[config.mk]
export PLATFORM = sky130hd
export DESIGN_NAME = ram_dump_uart_flat
export DESIGN_NICKNAME = d
export VERILOG_FILES = /design/src/rtl/ram_dump_uart_if.sv /design/src/rtl/ram_dump_uart.sv /design/src/flat_wrapper.sv
export SDC_FILE = /design/constraint.sdc
export NUM_CORES = 1
export LEC_CHECK = 0
export CORE_MARGIN = 4
export CORE_UTILIZATION = 50
export DETAILED_ROUTE_END_ITERATION = 8
export GPL_ROUTABILITY_DRIVEN = 0
export PLACE_DENSITY_LB_ADDON = 0.08
export SLEW_MARGIN = 10
export SYNTH_ARGS = -nofsm -noshare
export SYNTH_HDL_FRONTEND = slang
export SYNTH_SLANG_ARGS = --single-unit
export TNS_END_PERCENT = 10
[constraint.sdc]
create_clock -name clk -period 1.79 [get_ports clk]
set_input_delay 0.537 -clock clk [delete_from_list [all_inputs] [get_ports clk]]
set_output_delay 0.537 -clock clk [all_outputs]
set_load 0.01 [all_outputs]
[src/rtl/ram_dump_uart_if.sv]
// ram_dump_uart_if
//   Request/grant read port between the dump engine and the shared output RAM.
//   The dump engine (master) raises ram_req and waits for ram_gnt before it
//   strobes ram_en with ram_addr; the RAM answers on ram_rdata after its
//   read latency.
//   Signals:
//     ram_req    master -> slave  request for the RAM port
//     ram_gnt    slave  -> master arbiter grant (dump address selected while high)
//     ram_en     master -> slave  one-cycle read strobe
//     ram_addr   master -> slave  read address
//     ram_rdata  slave  -> master read data
interface ram_dump_uart_if #(
  parameter int DATA_W = 16,
  parameter int ADDR_W = 6
);
  logic              ram_req;
  logic              ram_gnt;
  logic              ram_en;
  logic [ADDR_W-1:0] ram_addr;
  logic [DATA_W-1:0] ram_rdata;

  modport master (
    output ram_req,
    output ram_en,
    output ram_addr,
    input  ram_gnt,
    input  ram_rdata
  );

  modport slave (
    input  ram_req,
    input  ram_en,
    input  ram_addr,
    output ram_gnt,
    output ram_rdata
  );
endinterface

[src/rtl/ram_dump_uart.sv]
// ram_dump_uart
//   On a rising edge of the CPU's start level, waits START_DELAY cycles, then
//   fetches WORDS consecutive words from the shared RAM (one request/grant
//   handshake per word) and streams each word over an 8N1 UART, either as raw
//   bytes (MSB byte first) or as uppercase ASCII hex followed by CR LF.
//   Ports:
//     clk      system clock
//     reset    synchronous, active-high
//     start    CPU dump-enable level; a rising edge arms a dump
//     ram      RAM request/grant read port (master side)
//     uart_tx  serial output, idle high
//     busy     high from the accepted start edge until the dump completes
//     done     sticky completion flag, cleared by the next accepted start
module ram_dump_uart #(
  parameter int DATA_W       = 16,
  parameter int ADDR_W       = 6,
  parameter int BASE_ADDR    = 0,
  parameter int WORDS        = 64,
  parameter int START_DELAY  = 15,
  parameter int CLKS_PER_BIT = 868,
  parameter int RAM_LAT      = 1,
  parameter int HEX_MODE     = 0
) (
  input  logic                clk,
  input  logic                reset,
  input  logic                start,
  ram_dump_uart_if.master     ram,
  output logic                uart_tx,
  output logic                busy,
  output logic                done
);

  localparam int NBYTES   = DATA_W / 8;
  localparam int NNIB     = DATA_W / 4;
  localparam int NCHARS   = (HEX_MODE != 0) ? (NNIB + 2) : NBYTES;
  localparam int CHAR_W   = $clog2(NCHARS + 1);
  localparam int WIDX_W   = (WORDS > 1) ? $clog2(WORDS + 1) : 1;
  localparam int DLY_LAST = (START_DELAY > 0) ? (START_DELAY - 1) : 0;
  localparam int DLY_W    = (DLY_LAST > 0) ? $clog2(DLY_LAST + 1) : 1;
  localparam int CLK_W    = $clog2(CLKS_PER_BIT);

  typedef enum logic [2:0] {
    S_IDLE,
    S_DELAY,
    S_REQ,
    S_READ,
    S_WAIT,
    S_LOAD,
    S_TX,
    S_FIN
  } state_t;

  state_t            state;
  logic              start_q;
  logic [DLY_W-1:0]  dly_cnt;
  logic [1:0]        lat_cnt;
  logic [WIDX_W-1:0] word_idx;
  logic [CHAR_W-1:0] char_idx;
  logic [DATA_W-1:0] word_q;
  logic [8:0]        tx_shift;
  logic [3:0]        bit_cnt;
  logic [CLK_W-1:0]  clk_cnt;
  logic              start_edge;
  logic [7:0]        cur_byte;

  assign start_edge = start & ~start_q;

  // Character selector: char_idx always points at the next character of the
  // captured word still to be sent, so the same value feeds both the first
  // frame (from LOAD) and the back-to-back frames launched at the end of a
  // stop bit.
  always_comb begin
    int         idx;
    logic [3:0] nib;
    idx      = int'(char_idx);
    nib      = 4'h0;
    cur_byte = 8'h00;
    if (HEX_MODE == 0) begin
      if (idx < NBYTES) begin
        cur_byte = word_q[(NBYTES - 1 - idx) * 8 +: 8];
      end
    end else begin
      if (idx < NNIB) begin
        nib      = word_q[(NNIB - 1 - idx) * 4 +: 4];
        cur_byte = (nib < 4'd10) ? {4'h3, nib} : (8'h37 + {4'h0, nib});
      end else if (idx == NNIB) begin
        cur_byte = 8'h0D;
      end else begin
        cur_byte = 8'h0A;
      end
    end
  end

  // Dump sequencer. Every output is a register so the RAM port and the
  // serial line never see combinational glitches. The stop-bit end launches
  // the next frame directly (start bit on the following cycle) so bytes of a
  // word go out with no idle gap between them.
  always_ff @(posedge clk) begin
    if (reset) begin
      state        <= S_IDLE;
      start_q      <= 1'b0;
      dly_cnt      <= '0;
      lat_cnt      <= 2'd0;
      word_idx     <= '0;
      char_idx     <= '0;
      word_q       <= '0;
      tx_shift     <= '1;
      bit_cnt      <= 4'd0;
      clk_cnt      <= '0;
      ram.ram_req  <= 1'b0;
      ram.ram_en   <= 1'b0;
      ram.ram_addr <= ADDR_W'(BASE_ADDR);
      uart_tx      <= 1'b1;
      busy         <= 1'b0;
      done         <= 1'b0;
    end else begin
      start_q    <= start;
      ram.ram_en <= 1'b0;
      case (state)
        S_IDLE: begin
          if (start_edge) begin
            done         <= 1'b0;
            busy         <= 1'b1;
            word_idx     <= '0;
            ram.ram_addr <= ADDR_W'(BASE_ADDR);
            dly_cnt      <= '0;
            state        <= S_DELAY;
          end
        end
        S_DELAY: begin
          if (dly_cnt == DLY_W'(DLY_LAST)) begin
            ram.ram_req <= 1'b1;
            state       <= S_REQ;
          end else begin
            dly_cnt <= dly_cnt + 1'b1;
          end
        end
        S_REQ: begin
          if (ram.ram_gnt) begin
            ram.ram_en <= 1'b1;
            state      <= S_READ;
          end
        end
        S_READ: begin
          // Losing the grant here means the strobe may not have reached the
          // RAM with our address, so the whole access is repeated.
          if (!ram.ram_gnt) begin
            state <= S_REQ;
          end else begin
            lat_cnt <= 2'd0;
            state   <= S_WAIT;
          end
        end
        S_WAIT: begin
          if (!ram.ram_gnt) begin
            state <= S_REQ;
          end else if (lat_cnt == 2'(RAM_LAT - 1)) begin
            word_q      <= ram.ram_rdata;
            ram.ram_req <= 1'b0;
            char_idx    <= '0;
            state       <= S_LOAD;
          end else begin
            lat_cnt <= lat_cnt + 1'b1;
          end
        end
        S_LOAD: begin
          tx_shift <= {1'b1, cur_byte};
          uart_tx  <= 1'b0;
          char_idx <= char_idx + 1'b1;
          bit_cnt  <= 4'd0;
          clk_cnt  <= '0;
          state    <= S_TX;
        end
        S_TX: begin
          if (clk_cnt == CLK_W'(CLKS_PER_BIT - 1)) begin
            clk_cnt <= '0;
            if (bit_cnt == 4'd9) begin
              if (char_idx == CHAR_W'(NCHARS)) begin
                word_idx <= word_idx + 1'b1;
                if (word_idx == WIDX_W'(WORDS - 1)) begin
                  state <= S_FIN;
                end else begin
                  ram.ram_addr <= ram.ram_addr + 1'b1;
                  ram.ram_req  <= 1'b1;
                  state        <= S_REQ;
                end
              end else begin
                tx_shift <= {1'b1, cur_byte};
                uart_tx  <= 1'b0;
                char_idx <= char_idx + 1'b1;
                bit_cnt  <= 4'd0;
              end
            end else begin
              // Shift in ones from the top so the stop bit follows the data.
              uart_tx  <= tx_shift[0];
              tx_shift <= {1'b1, tx_shift[8:1]};
              bit_cnt  <= bit_cnt + 1'b1;
            end
          end else begin
            clk_cnt <= clk_cnt + 1'b1;
          end
        end
        S_FIN: begin
          busy  <= 1'b0;
          done  <= 1'b1;
          state <= S_IDLE;
        end
        default: begin
          state <= S_IDLE;
        end
      endcase
    end
  end

endmodule
[src/flat_wrapper.sv]
// flat-port wrapper written by rule: the top's interface ports become plain ports
module ram_dump_uart_flat 
#(
  parameter int DATA_W       = 16,
  parameter int ADDR_W       = 6,
  parameter int BASE_ADDR    = 0,
  parameter int WORDS        = 64,
  parameter int START_DELAY  = 15,
  parameter int CLKS_PER_BIT = 868,
  parameter int RAM_LAT      = 1,
  parameter int HEX_MODE     = 0
)
  (clk, reset, start, uart_tx, busy, done, ram_ram_req, ram_ram_en, ram_ram_addr, ram_ram_gnt, ram_ram_rdata);
  ram_dump_uart_if #(.DATA_W(DATA_W), .ADDR_W(ADDR_W)) ram_i ();
  input  logic clk;
  input  logic reset;
  input  logic start;
  output logic uart_tx;
  output logic busy;
  output logic done;
  output wire logic [$bits(ram_i.ram_req)-1:0] ram_ram_req;
  output wire logic [$bits(ram_i.ram_en)-1:0] ram_ram_en;
  output wire logic [$bits(ram_i.ram_addr)-1:0] ram_ram_addr;
  input wire logic [$bits(ram_i.ram_gnt)-1:0] ram_ram_gnt;
  input wire logic [$bits(ram_i.ram_rdata)-1:0] ram_ram_rdata;
  assign ram_ram_req = ram_i.ram_req;
  assign ram_ram_en = ram_i.ram_en;
  assign ram_ram_addr = ram_i.ram_addr;
  assign ram_i.ram_gnt = ram_ram_gnt;
  assign ram_i.ram_rdata = ram_ram_rdata;
  ram_dump_uart #(.DATA_W(DATA_W), .ADDR_W(ADDR_W), .BASE_ADDR(BASE_ADDR), .WORDS(WORDS), .START_DELAY(START_DELAY), .CLKS_PER_BIT(CLKS_PER_BIT), .RAM_LAT(RAM_LAT), .HEX_MODE(HEX_MODE)) u_core (.clk(clk), .reset(reset), .start(start), .ram(ram_i), .uart_tx(uart_tx), .busy(busy), .done(done));
endmodule
==> results.tsv, run 1 <==
metric	value	unit
antenna_found_initial	0	
vias	3522	
clk_path_buf_depth	2	
diodes	0	
dp_cells	585	
pwr-share-comb	0.333	
hpwl	6610	um
pwr-share-seq	0.384	
async_flop_share	0	
core	7290	sq um
required	2.08	ns
drtIter0Drc	144	
wl	9150	um
ios	31	
drtPass1Iterations	5	
grt_overflow_total	0	
port_buffers	30	
syn_to_final_growth	24.4	%
cts_tree	done	
synth_edf_count	0	
synthDistinctLibCells	80	
grt_pass1_vias	3256	
crit_arrival	2.05	ns
cts_sinks	68	
timing.fmax	567	MHz
critPathLaunchType	primary input	
grt_pass1_wl	15300	um
rsz0062_at_grt	yes	
layout.nets	526	
p_sw_frac	0.346	
cp-end-kind	register	
hp-class	reg -> reg	
dieArea	9000	sq um
synth.avg_cell_area	8.69	sq um
max-slew-margin-rel	0.722	
internal-power	2.99	mW
power	4.57	mW
p_leak	1.85	nW
p_per_area	975	nW/um^2
crit_type	in -> reg	
finalClockSkew	0.00801	ns
cts_root_buf	clkbuf_8	
seq_area_frac_synth	0.361	
layout_commonest_cell	dfxtp_1	
status	completed	
ir_worst_vdd	0.000552	V
hold_viol	0	
numCtsBuffers	9	
finalCritPeriodShare	0.985	
dieHeight	94.8	um
worst_slew_pin_slew	0.417	ns
vias_per_cell	5.86	
critPathMaxFanout	4	
std_cell_rows	31	
grt_usage	0.215	
clkLatencyLatePin	0.36	ns
power_switching	1.58	mW
layout.cells.most_common_list	dfxtp_1 (66), buf_4 (48), nand2_1 (43)	
slew_viol_final	0	
fillers	672	
synth_nets	463	
synth_cells	434	
path_clk_slew	0.08	ns
cap_violations	0	
ys_warn_count	0	
clockPowerShare	0.283	
setup_viol	0	
layout-drive-gt1-share	0.195	
synth_area	3770	sq um
ant_nets	0	
wire_per_inst	15.2	um
drcViolationCount	0	
grt_max_degree	25	
cts_htree_levels	3	
start_util	0.517	
fp.dieW	94.8	um
ys.flop_type	dfxtp_1	
cts_setup_buffers	0	
stdcell_count	601	
layout_min_cycle_time	1.76	ns
ys_ff_latch	68	
## worst max-delay path: stages
cell	delay, ns
clkdlybuf4s50_1	0.48
or3b_4	0.41
a221oi_1	0.32
o211ai_1	0.14
a21oi_1	0.16
## sequential cells by signal (all words and copies together) (netlist names)
register	flops
u_core.bit_cnt	4
u_core.busy	1
u_core.char_idx	2
u_core.clk_cnt	10
u_core.dly_cnt	4
u_core.done	1
u_core.lat_cnt	2
u_core.ram.ram_addr	6
u_core.ram.ram_en	1
u_core.ram.ram_req	1
u_core.start_q	1
u_core.state	3
u_core.tx_shift	8
u_core.uart_tx	1
u_core.word_idx	7
u_core.word_q	16
## cell type report
type                            instances  area, sq um  area share
Clock buffer                            9          124      0.0264
Clock inverter                          7         76.3      0.0163
Inverter                               14         52.6      0.0112
Multi-Input combinational cell        324         2260       0.482
Sequential cell                        68         1360       0.291
Tap cell                               99          124      0.0264
Timing Repair Buffer                   80          691       0.147
## repair_timing
action / in CTS / in global routing
gates resized for setup: 12 / 8
hold buffers: 0 / 0
pin swaps: 0 / 2
cloned: 0 / 0
setup endpoints to repair: 21 / 14
## cell usage after synthesis, types with 2 or more instances
cell type	number	area, sq um
nor2_1	24	90.1
ha_1	9	113
inv_1	14	52.6
nor4_4	2	42.5
buf_4	4	30.0
o311ai_1	2	17.5
dfxtp_1	68	1360
clkbuf_1	14	52.6
a221oi_1	2	17.5
a21oi_1	33	165
a31oi_1	10	62.6
o2111ai_1	2	17.5
a22oi_1	4	30.0
a211oi_1	3	22.5
xor2_1	4	35.0
o211ai_1	3	22.5
a22o_1	2	17.5
nand3_1	26	130
a311oi_1	5	43.8
nand2b_1	8	50.1
a41oi_1	2	17.5
nor4_1	3	18.8
and3_1	5	31.3
o21a_1	2	15.0
nor3b_1	3	22.5
nand3b_2	2	22.5
and2_1	4	25.0
and3b_1	2	17.5
o31a_1	3	26.3
nor2b_1	3	18.8
and4b_1	2	20.0
mux2i_1	20	200
o31ai_1	2	15.0
buf_2	9	45.0
o21ai_1	4	20.0
o21ai_0	27	135
nand2_1	43	161
nor3_1	8	40.0
o311a_1	8	80.1
nand4_1	2	12.5
or3_1	2	12.5
## routing by layer
layer,global-route usage,vias to the layer above,part of all wire
met5,0,-,0
met4,0.0601,0,0.011
met3,0.0622,9,0.044
met2,0.348,78,0.48
met1,0.278,1672,0.47
li1,-,1763,-
## final timing paths
| kind | cells past startpoint | to | slack (ns) | startpoint |
|---|---|---|---|---|
| setup / recovery | 5 | u_core.state[0] | 0.03 | start |
| hold / removal | 2 | u_core.uart_tx | 0.46 | u_core.uart_tx |
| setup reg to reg | 6 | u_core.ram.ram_req | 0.08 | u_core.clk_cnt[1] |
| hold reg to reg | 2 | u_core.uart_tx | 0.46 | u_core.uart_tx |
## logic make-up after synthesis
| kind of cell | after synthesis | synth area share |
|---|---|---|
| simple gates | 159 | 0.257 |
| buf+inv | 42 | 0.0488 |
| fa+ha+maj | 9 | 0.0299 |
| flops | 68 | 0.361 |
| mux | 20 | 0.0531 |
| compound gates | 131 | 0.238 |
| xor+xnor | 5 | 0.0116 |
## metrics by stage
step           hold WS [ns]  setup TNS, ns  utilization  setup slack, ns  cell area (sq um)
5_1_grt               0.474        -0.0545        0.643          -0.0241               4690
3_3_place_gp          0.449          -6.96        0.613           -0.403               4470
2_1_floorplan         0.446              0            -           0.0238               3780
3_5_place_dp          0.454          -7.82        0.613           -0.418               4470
6_report              0.460              0        0.643           0.0263               4690
4_1_cts               0.465        -0.0357        0.639          -0.0357               4660
## power groups by stage
stage / Clock [mW] / Combinational [mW] / Sequential, mW
floorplan: 0 / 1.00 / 1.74
global placement: 0 / 1.49 / 1.78
detailed placement: 0 / 1.51 / 1.79
CTS: 1.33 / 1.51 / 1.75
global route: 1.39 / 1.69 / 1.77
finish: 1.29 / 1.52 / 1.76
No activity file was read; power rests on OpenSTA's default activity.
==> run 2, diff against run 1 <==
--- a/config.mk
+++ b/config.mk
@@ -11,4 +11,5 @@
 export GPL_ROUTABILITY_DRIVEN = 0
 export PLACE_DENSITY_LB_ADDON = 0.08
+export SKIP_CTS_REPAIR_TIMING = 1
 export SLEW_MARGIN = 10
 export SYNTH_ARGS = -nofsm -noshare
==> constraint.sdc (replaced) <==
create_clock -name clk -period 1.79 [get_ports clk]
set_input_delay 0.537 -clock clk [delete_from_list [all_inputs] [get_ports clk]]
set_output_delay 0.537 -clock clk [all_outputs]
set_load 0.005 [all_outputs]
==> run 2 against run 1 <==
  * Worst hold slack gained 0.0028 ns
  * Sequential power is essentially flat
  * Clock-buffer cell count stayed put
  * Critical path depth unchanged
  * Clock skew increased by 0.0018 ns
  * Flip-flop and latch count stayed put
  * Final area up 0.80%
  * Power hardly changed
  * Wire length fell by 0.37%
  * Register-to-register slack about the same
  * Largest cell class unchanged
==> results.tsv, run 2 (same netlist as run 1, synthesis figures left out) <==
metric	value	unit
cts_tree	done	
hp-class	reg -> reg	
status	completed	
start_util	0.517	
syn_to_final_growth	25.3	%
vias	3532	
numCtsBuffers	9	
setup_viol	0	
multi_input_area	2260	sq um
ant_nets	0	
required	2.08	ns
slew_viol_final	0	
cts_htree_levels	3	
clkLatencyLatePin	0.36	ns
wire_per_inst	15.2	um
finalClockSkew	0.00979	ns
layout_min_cycle_time	1.76	ns
diodes	0	
drtPass1Iterations	5	
hold_viol	0	
cp-end-kind	register	
largest_register_ffs	16	
layout.cells.most_common_list	dfxtp_1 (60), buf_4 (48), nand2_1 (43)	
drcViolationCount	0	
reg.largest.list	u_core.word_q (16), u_core.clk_cnt (10), u_core.tx_shift (8)	
antenna_found_initial	0	
core	7290	sq um
fillers	659	
std_cell_rows	31	
crit_arrival	2.05	ns
critPathMaxFanout	4	
path_clk_slew	0.08	ns
seqCellArea	1380	sq um
timing.fmax	567	MHz
layout_commonest_cell	dfxtp_1	
grt_usage	0.215	
fp.dieW	94.8	um
dp_cells	585	
wl	9120	um
ir_worst_vdd	0.000552	V
place_area	4470	sq um
finalCritPeriodShare	0.986	
postLayoutCoreUtil	0.648	
dieArea	9000	sq um
max-slew-margin-rel	0.720	
ios	31	
layout.nets	526	
worst_slew_pin_slew	0.420	ns
critPathLaunchType	primary input	
cts_root_buf	clkbuf_8	
fin_hold_ws	0.463	ns
clk_path_buf_depth	2	
grt_pass1_wl	15300	um
grt_max_degree	25	
hpwl	6610	um
cts_sinks	68	
grt_overflow_total	0	
vias_per_cell	5.88	
grt_pass1_vias	3256	
fin_area	4730	sq um
drtIter0Drc	143	
port_buffers	30	
dieHeight	94.8	um
crit_type	in -> reg	
stdcell_count	601	
cap_violations	0	
layout-drive-gt1-share	0.209	
p_leak	1.88	nW
p_per_area	967	nW/um^2
rsz0062_at_grt	yes	
regMostFlops	u_core.word_q	
-- run 2: where the power goes --
part	internal [mW]	switching, mW
Sequential	1.63	0.122
Clock	0.649	0.645
Combinational	0.721	0.803
Total	3.00	1.57
-- run 2: per-stage QoR --
| stage | total power [mW] | setup slack [ns] | TNS [ns] |
|---|---|---|---|
| after CTS | 4.59 | -0.127 | -1.10 |
| after floorplan | 2.74 | 0.0238 | 0 |
| after global placement | 3.26 | -0.403 | -6.96 |
| final | 4.57 | 0.0255 | 0 |
| after detailed placement | 3.29 | -0.418 | -7.82 |
| after global routing | 4.86 | -0.0240 | -0.0597 |
-- run 2: per-layer routing --
layer / vias to the layer above / share of wire / GRT usage / routed length [um]
met1: 1679 / 0.47 / 0.278 / 4240
met5: - / 0 / 0 / 0
met2: 82 / 0.48 / 0.348 / 4340
met3: 10 / 0.046 / 0.0622 / 418
li1: 1761 / - / - / -
met4: 0 / 0.012 / 0.0601 / 108
-- run 2: worst paths after layout --
| kind | startpoint | to | slack (ns) | cells past startpoint |
|---|---|---|---|---|
| worst max-delay path | start | u_core.state[0] | 0.03 | 5 |
| worst max register to register | u_core.clk_cnt[1] | u_core.ram.ram_req | 0.08 | 6 |
| worst min register to register | u_core.uart_tx | u_core.uart_tx | 0.46 | 2 |
| worst min-delay path | u_core.uart_tx | u_core.uart_tx | 0.46 | 2 |
-- run 2: area by class of cell --
class | count | area share
inverters | 14 | 0.0111
flip-flops and latches | 68 | 0.293
clock buffers | 9 | 0.0262
repair buffers | 80 | 0.149
multi-input cells | 324 | 0.478
well taps | 99 | 0.0262
clock inverters | 7 | 0.0161
-- run 2: critical path, stage by stage --
cell and delay [ns]:
clkdlybuf4s50_1 0.48, or3b_4 0.41, a221oi_1 0.32, o211ai_1 0.14
a21oi_1 0.16
==> run 3, diff against run 2 <==
CAP_MARGIN = 25   (was default)
RECOVER_POWER = 50   (was default)
TNS_END_PERCENT = default   (was 10)
==> run 3 against run 2 <==
  * Power is 0.19% higher
  * Fmax is 0.60% higher
  * Critical endpoint is now ram_ram_addr[2]
  * Final area is 1.8% higher
  * Via count grew 1.0%
  * Highest routed layer unchanged
==> results.tsv, run 3 (same netlist as run 1, synthesis figures left out) <==
metric	value	unit
grt_usage	0.215	
fin_area	4810	sq um
hold_viol	0	
crit_buf_inv	1	
critPathSlowestCell	clkdlybuf4s50_1	
hpwl	6610	um
dieHeight	94.8	um
wire_per_inst	15.2	um
setup_viol	0	
std_cell_rows	31	
layout-drive-gt1-share	0.216	
vias_per_cell	5.86	
antenna_found_initial	0	
critPathLaunchType	register	
finalCritPeriodShare	0.980	
status	completed	
ios	31	
slowest_delay	0.50	ns
finalClockSkew	0.00947	ns
power	4.58	mW
reg.largest.list	u_core.word_q (16), u_core.clk_cnt (10), u_core.tx_shift (8)	
p_per_area	951	nW/um^2
fin_hold_ws	0.458	ns
slew_viol_final	0	
largest_register_ffs	16	
ant_nets	0	
clk_path_buf_depth	2	
cts_tree	done	
layout_min_cycle_time	1.75	ns
drcViolationCount	0	
layout_commonest_cell	dfxtp_1	
worst_slew_pin_slew	0.418	ns
cts_htree_levels	3	
postLayoutCoreUtil	0.660	
ir_worst_vdd	0.000549	V
p_leak	1.91	nW
fp.dieW	94.8	um
diodes	0	
core	7290	sq um
grt_max_degree	25	
place_area	4470	sq um
cp-end-kind	primary output	
max-slew-margin-rel	0.722	
critPathMaxFanout	5	
drtPass1Iterations	4	
regMostFlops	u_core.word_q	
layout.cells.most_common_list	dfxtp_1 (61), buf_4 (53), nand2_1 (43)	
crit_arrival	1.22	ns
hp-class	in -> reg	
worstPathCellList	clkdlybuf4s50_1	
cts_root_buf	clkbuf_8	
vias	3569	
path_clk_slew	0.08	ns
syn_to_final_growth	27.6	%
timing.fmax	570	MHz
port_buffers	30	
clkLatencyLatePin	0.36	ns
grt_overflow_total	0	
crit_family	buffers and inverters	
required	1.25	ns
start_util	0.517	
drtIter0Drc	102	
crit_type	reg -> out	
layout.nets	534	
wl	9260	um
dieArea	9000	sq um
numCtsBuffers	9	
cap_violations	0	
grt_pass1_vias	3256	
grt_pass1_wl	15300	um
cts_sinks	68	
==> run 3: changes by cell type in the layout (fill, tap and decap cells not counted), sizes merged <==
cell,delta
buf,+6
clkbuf,+1
clkdlybuf4s15,+1
==> run 3: final timing paths <==
| path | slack [ns] | end | cells past startpoint | from |
|---|---|---|---|---|
| min | 0.46 | u_core.start_q | 2 | start |
| max | 0.04 | ram_ram_addr[2] | 1 | u_core.ram.ram_addr[2] |
| min reg2reg | 0.46 | u_core.uart_tx | 2 | u_core.uart_tx |
| max reg2reg | 0.07 | u_core.ram.ram_req | 7 | u_core.bit_cnt[1] |
==> run 3: stage by stage <==
stage                     setup slack (ns)  setup TNS, ns  std cells
after global placement              -0.403          -6.96        585
after floorplan                     0.0238              0        434
after CTS                           -0.127          -1.10        601
final                               0.0361              0        609
after detailed placement            -0.418          -7.82        585
after global routing               -0.0244         -0.121        609
==> run 3: final cells by class <==
type	count	area (sq um)
fillers	653	2480
multi-input cells	324	2280
flip-flops and latches	68	1380
repair buffers	88	782
clock buffers	9	124
well taps	99	124
clock inverters	7	76.3
inverters	14	52.6
==> run 3: routing by layer <==
layer	global-route usage	vias to the layer above	wire (um)
li1	-	1773	-
met1	0.278	1696	4350
met2	0.348	90	4380
met3	0.0622	10	422
met4	0.0601	0	109
met5	0	-	0
==> run 3: power breakdown <==
group	switching [mW]	leakage [nW]	internal [mW]
Clock	0.642	0.0958	0.649
Sequential	0.119	0.554	1.63
Combinational	0.811	1.26	0.724
